[config.mk]
export PLATFORM = sky130hd
export DESIGN_NAME = riscv_fetch
export DESIGN_NICKNAME = d
export VERILOG_FILES = /design/src/rtl/riscv_fetch.sv
export SDC_FILE = /design/constraint.sdc
export NUM_CORES = 1
export LEC_CHECK = 0
export BUFFER_PORTS_ARGS = -buffer_cell sky130_fd_sc_hd__buf_2
export CORE_AREA = 2 2 146 177
export DETAILED_ROUTE_END_ITERATION = 12
export DIE_AREA = 0 0 148 179
export HOLD_SLACK_MARGIN = 0.03
export PLACE_DENSITY = 0.91
export REMOVE_ABC_BUFFERS = 1
export SLEW_MARGIN = 20
export SYNTH_ARGS = -nofsm -noshare
export SYNTH_HDL_FRONTEND = slang
export SYNTH_SLANG_ARGS = --single-unit
[constraint.sdc]
create_clock -name clk_in -period 3.7 [get_ports clk_in]
set_input_delay 0.74 -clock clk_in [delete_from_list [all_inputs] [get_ports clk_in]]
set_output_delay 0.74 -clock clk_in [all_outputs]
set_load 0.01 [all_outputs]
[src/rtl/riscv_fetch.sv]
// riscv_fetch: PC register, fixed-latency imem reads, show-ahead instruction buffer.
// Ports: clk_in/rst_in (async active-low); imem_req_out/imem_addr_out/imem_data_in
//        (BRAM read port); redirect_valid_in/redirect_pc_in (restart fetch);
//        inst_valid_out/inst_ready_in/inst_out/pc_out (valid/ready to decode).
module riscv_fetch #(
   parameter logic [31:0] RESET_PC     = 32'h0000_0000,
   parameter int          IMEM_LATENCY = 2,
   parameter int          FIFO_DEPTH   = 4
) (
   input  logic        clk_in,
   input  logic        rst_in,
   output logic        imem_req_out,
   output logic [31:0] imem_addr_out,
   input  logic [31:0] imem_data_in,
   input  logic        redirect_valid_in,
   input  logic [31:0] redirect_pc_in,
   output logic        inst_valid_out,
   input  logic        inst_ready_in,
   output logic [31:0] inst_out,
   output logic [31:0] pc_out
);

   localparam int AW = (FIFO_DEPTH > 1) ? $clog2(FIFO_DEPTH) : 1;
   localparam int CW = $clog2(FIFO_DEPTH + IMEM_LATENCY + 1);

   typedef struct packed {
      logic [31:0] pc;
      logic [31:0] inst;
   } fetch_ent_t;

   logic [31:0]             fetch_pc;
   logic                    run;
   logic [IMEM_LATENCY-1:0] trk_v;
   logic [31:0]             trk_pc [IMEM_LATENCY];
   fetch_ent_t              fifo_mem [FIFO_DEPTH];
   logic [AW-1:0]           wr_ptr;
   logic [AW-1:0]           rd_ptr;
   logic [AW-1:0]           head_idx;
   logic [CW-1:0]           fifo_cnt;
   logic [CW-1:0]           trk_cnt;
   logic                    issue;
   logic                    push;
   logic                    pop;

   function automatic logic [AW-1:0] ptr_inc(input logic [AW-1:0] p);
      return (p == AW'(FIFO_DEPTH - 1)) ? '0 : p + AW'(1);
   endfunction

   function automatic logic [AW-1:0] ptr_dec(input logic [AW-1:0] p);
      return (p == '0) ? AW'(FIFO_DEPTH - 1) : p - AW'(1);
   endfunction

   always_comb begin
      trk_cnt = '0;
      for (int i = 0; i < IMEM_LATENCY; i++) begin
         trk_cnt = trk_cnt + CW'(trk_v[i]);
      end
   end

   // Counting every slot already promised (in flight or buffered) means
   // a returning response always has room; run holds off the first request
   // until one edge has passed after reset release.
   assign issue = run && !redirect_valid_in &&
                  ((trk_cnt + fifo_cnt) < CW'(FIFO_DEPTH));
   assign push  = trk_v[IMEM_LATENCY-1];
   assign pop   = inst_valid_out && inst_ready_in;

   assign imem_req_out  = issue;
   assign imem_addr_out = issue ? fetch_pc : '0;

   // When empty, point at the most recently consumed slot so the outputs
   // keep their last values instead of exposing older stale entries.
   assign inst_valid_out = (fifo_cnt != '0);
   assign head_idx       = inst_valid_out ? rd_ptr : ptr_dec(rd_ptr);
   assign inst_out       = fifo_mem[head_idx].inst;
   assign pc_out         = fifo_mem[head_idx].pc;

   always_ff @(posedge clk_in or negedge rst_in) begin
      if (!rst_in) begin
         run <= 1'b0;
      end else begin
         run <= 1'b1;
      end
   end

   always_ff @(posedge clk_in or negedge rst_in) begin
      if (!rst_in) begin
         fetch_pc <= RESET_PC;
         trk_v    <= '0;
         wr_ptr   <= '0;
         rd_ptr   <= '0;
         fifo_cnt <= '0;
         for (int i = 0; i < IMEM_LATENCY; i++) begin
            trk_pc[i] <= '0;
         end
         for (int i = 0; i < FIFO_DEPTH; i++) begin
            fifo_mem[i] <= '0;
         end
      end else if (redirect_valid_in) begin
         // Squash everything: pending pop and arriving response included.
         fetch_pc <= redirect_pc_in & 32'hFFFF_FFFC;
         trk_v    <= '0;
         wr_ptr   <= rd_ptr;
         fifo_cnt <= '0;
      end else begin
         if (issue) begin
            fetch_pc <= fetch_pc + 32'd4;
         end
         for (int i = IMEM_LATENCY - 1; i > 0; i--) begin
            trk_v[i]  <= trk_v[i-1];
            trk_pc[i] <= trk_pc[i-1];
         end
         trk_v[0]  <= issue;
         trk_pc[0] <= fetch_pc;
         if (push) begin
            fifo_mem[wr_ptr] <= '{pc: trk_pc[IMEM_LATENCY-1],
                                  inst: imem_data_in};
            wr_ptr <= ptr_inc(wr_ptr);
         end
         if (pop) begin
            rd_ptr <= ptr_inc(rd_ptr);
         end
         fifo_cnt <= fifo_cnt + CW'(push) - CW'(pop);
      end
   end

endmodule

==> results.cfg <==
[power]
power.internal_mw = 10.4
p_seq_frac = 0.383
switchingPower_mw = 4.74
finalPower_mw = 15.2
p_sw_frac = 0.312
power_density_nw_per_um2 = 844
clockPowerShare = 0.236
ir_worst_vdd_mv = 0.536
p_leak_nw = 8.79
p_comb_frac = 0.381

[clock_tree]
clk_pin_slew_ps = 60
cts_setup_buffers = 0
htreeDepth = 2
clock-sinks = 348
cts_root_buf = clkbuf_16
cts_hold_buf = 0
cts_tree = done
cts_made_buffers = 35
cts_buffer_depth = 3
insertion_delay_ps = 500

[synth]
synthesis.area_um2 = 15700
syn_inst = 1026
ys_types = 44
avgSynthCellArea_um2 = 15.3
yosysSeqAreaShare = 0.555
yosys_warnings = 0
synth-seq-cells = 348

[critical_path]
crit_slowest_cell = dfrtp_1
cp_slowest_stage_delay_ps = 490
critPathKind = reg -> out
worstPathRequired_ps = 2960
critPathBufInv = 3
critical-path-top-delay-family = simple AND/OR/NAND/NOR gates
cp.arrival_ps = 2840
cp_max_fo = 41
worstSetupEndpointType = primary output
critPathLaunchType = register
worstPathCellList = nor3_4 > inv_2 > or3_4 > o21ai_4 > buf_12 > mux4_1 > buf_2

[floorplan]
rows = 64
ioPinCount = 166
die_x_um = 148
core_area_um2 = 25000
start_util = 0.628
dieArea_um2 = 26500
die_h_um = 179

[global_routing]
grt_start_max_net_pins = 124
antenna_found_initial = 1
grt_pass1_wl_um = 50800
grt_pass1_vias = 9651
gr-usage-all-layers = 0.243
grt_overflow = 0

[final_layout]
postLayoutCoreUtil = 0.720
final_nets = 1259
syn_to_final_growth_pct = 14.7
seq_area_um2 = 8710
fillCellCount = 1602
multi_input_area_um2 = 6570
stdcell_area_um2 = 18000
drive_gt1_frac = 0.484
layout_common_cells = dfrtp_1, mux2_2, buf_2
final_common_cell = dfrtp_1

[route]
drt.antenna.violating_nets = 0
via_per_inst = 5.92
first_iter_violations = 406
first_pass_iters = 5
route.detailed.drc = 0
via_count = 9088
routed_wl_um = 31300
routedWlPerCell_um = 20.4

[timing]
drv_slew = 0
finClkSkew_ps = 11.4
hold_viol_final = 0
rsz0062_at_grt = false
period_needed_ps = 3580
maxSlewHeadroom = 0.295
period_share = 0.968
setup_viol = 0
tightest_slew_ps = 1060
whs_ps = 154
fmax_ghz = 0.279

[run_status]
status = completed

[placed_design]
place_congestion = 0.765
port-buffer-count = 159
place_area_um2 = 16800
hpwlAfterDp_um = 19900

[min_path]
hp-class = in -> async

[job]
maxCapViolCount = 0
-- layer usage --
metal	vias to the layer above	wire length (um)	global-route usage
li1	4069	-	-
met1	4755	13400	0.328
met2	208	16000	0.414
met3	56	1220	0.0361
met4	0	681	0.0754
met5	-	0	0
-- worst paths after layout --
path / start / slack (ps) / cells past startpoint / endpoint
setup / recovery: fifo_cnt[1]$_DFF_PN0_ / 120 / 7 / pc_out[26]
hold / removal: rst_in / 150 / 1 / fifo_mem[146]$_DFFE_PN0P_
setup reg to reg: fifo_cnt[0]$_DFF_PN0_ / 1270 / 6 / fetch_pc[30]$_DFFE_PN0P_
hold reg to reg: trk_pc[63]$_DFFE_PN0N_ / 490 / 2 / trk_pc[63]$_DFFE_PN0N_
max in group asynchronous: rst_in / 2580 / 2 / fifo_mem[39]$_DFFE_PN0P_
min in group clk_in: redirect_pc_in[24] / 440 / 3 / fetch_pc[24]$_DFFE_PN0P_
-- cell type report --
| cell class | count | area share |
|---|---|---|
| sequential | 348 | 0.484 |
| multi-input combinational | 604 | 0.365 |
| tap | 330 | 0.0229 |
| timing repair buffer | 180 | 0.0592 |
| antenna | 1 | 0.000139 |
| clock buffer | 53 | 0.0609 |
| inverter | 11 | 0.00229 |
| clock inverter | 8 | 0.00528 |
-- metrics by stage --
stage          setup slack (ps)  cells  TNS, ps
2_1_floorplan              -622    963   -37250
3_3_place_gp                632   1473        0
3_5_place_dp                605   1473        0
4_1_cts                    19.3   1534        0
5_1_grt                    31.2   1535        0
6_report                    119   1535        0
-- cell families (layout without fill, tap and decap cells) --
kind of cell,Yosys count,count (layout),share of synthesized area
compound gates,37,37,0.0140
xor+xnor,30,30,0.0168
fa+ha+maj,11,11,0.00925
buf+inv,77,252,0.0294
flops,348,348,0.555
mux,377,377,0.325
other cells,2,6,0.000479
simple gates,144,144,0.0499
-- registers in the layout (all words and copies together) (netlist names) --
name      count
trk_pc       60
fetch_pc     30
wr_ptr        2
fifo_mem    248
rd_ptr        2
fifo_cnt      3
run           1
trk_v         2
-- power groups by stage --
stage / logic (mW) / clock network (mW) / registers [mW]
2_1_floorplan: 3.98 / 0 / 5.58
3_3_place_gp: 5.67 / 0 / 5.74
3_5_place_dp: 5.84 / 0 / 5.87
4_1_cts: 5.87 / 3.67 / 5.82
5_1_grt: 6.17 / 3.84 / 5.99
6_report: 5.78 / 3.59 / 5.81
-- Yosys cell counts (all sizes together) --
cell	count	area, um^2
or3	1	11.3
a21bo	1	10.0
mux2i	4	40.0
a21oi	2	10.0
xnor2	22	193
ha	10	125
and3	4	26.3
nor2	12	45.0
nand4	7	58.8
o22ai	1	12.5
a211o	1	8.76
dfrtp	348	8710
buf	46	344
o221ai	1	8.76
mux4	62	1550
conb	2	7.51
nand2	49	184
fa	1	20.0
nor2b	4	25.0
and2	30	188
nor4	12	81.3
nor3	12	71.3
o21ai	31	170
nand3	5	25.0
nand2b	2	12.5
mux2	311	3500
and4	4	35.0
or4bb	1	11.3
inv	11	41.3
and2b	1	8.76
xor2	8	70.1
clkbuf	20	75.1
-- repair_timing --
| action | in CTS | in global routing |
|---|---|---|
| endpoints found under the setup margin | 0 | 42 |
| hold endpoints to repair | 0 | 0 |
| gates resized for setup | 0 | 1 |
No activity file was read; power rests on OpenSTA's default activity.
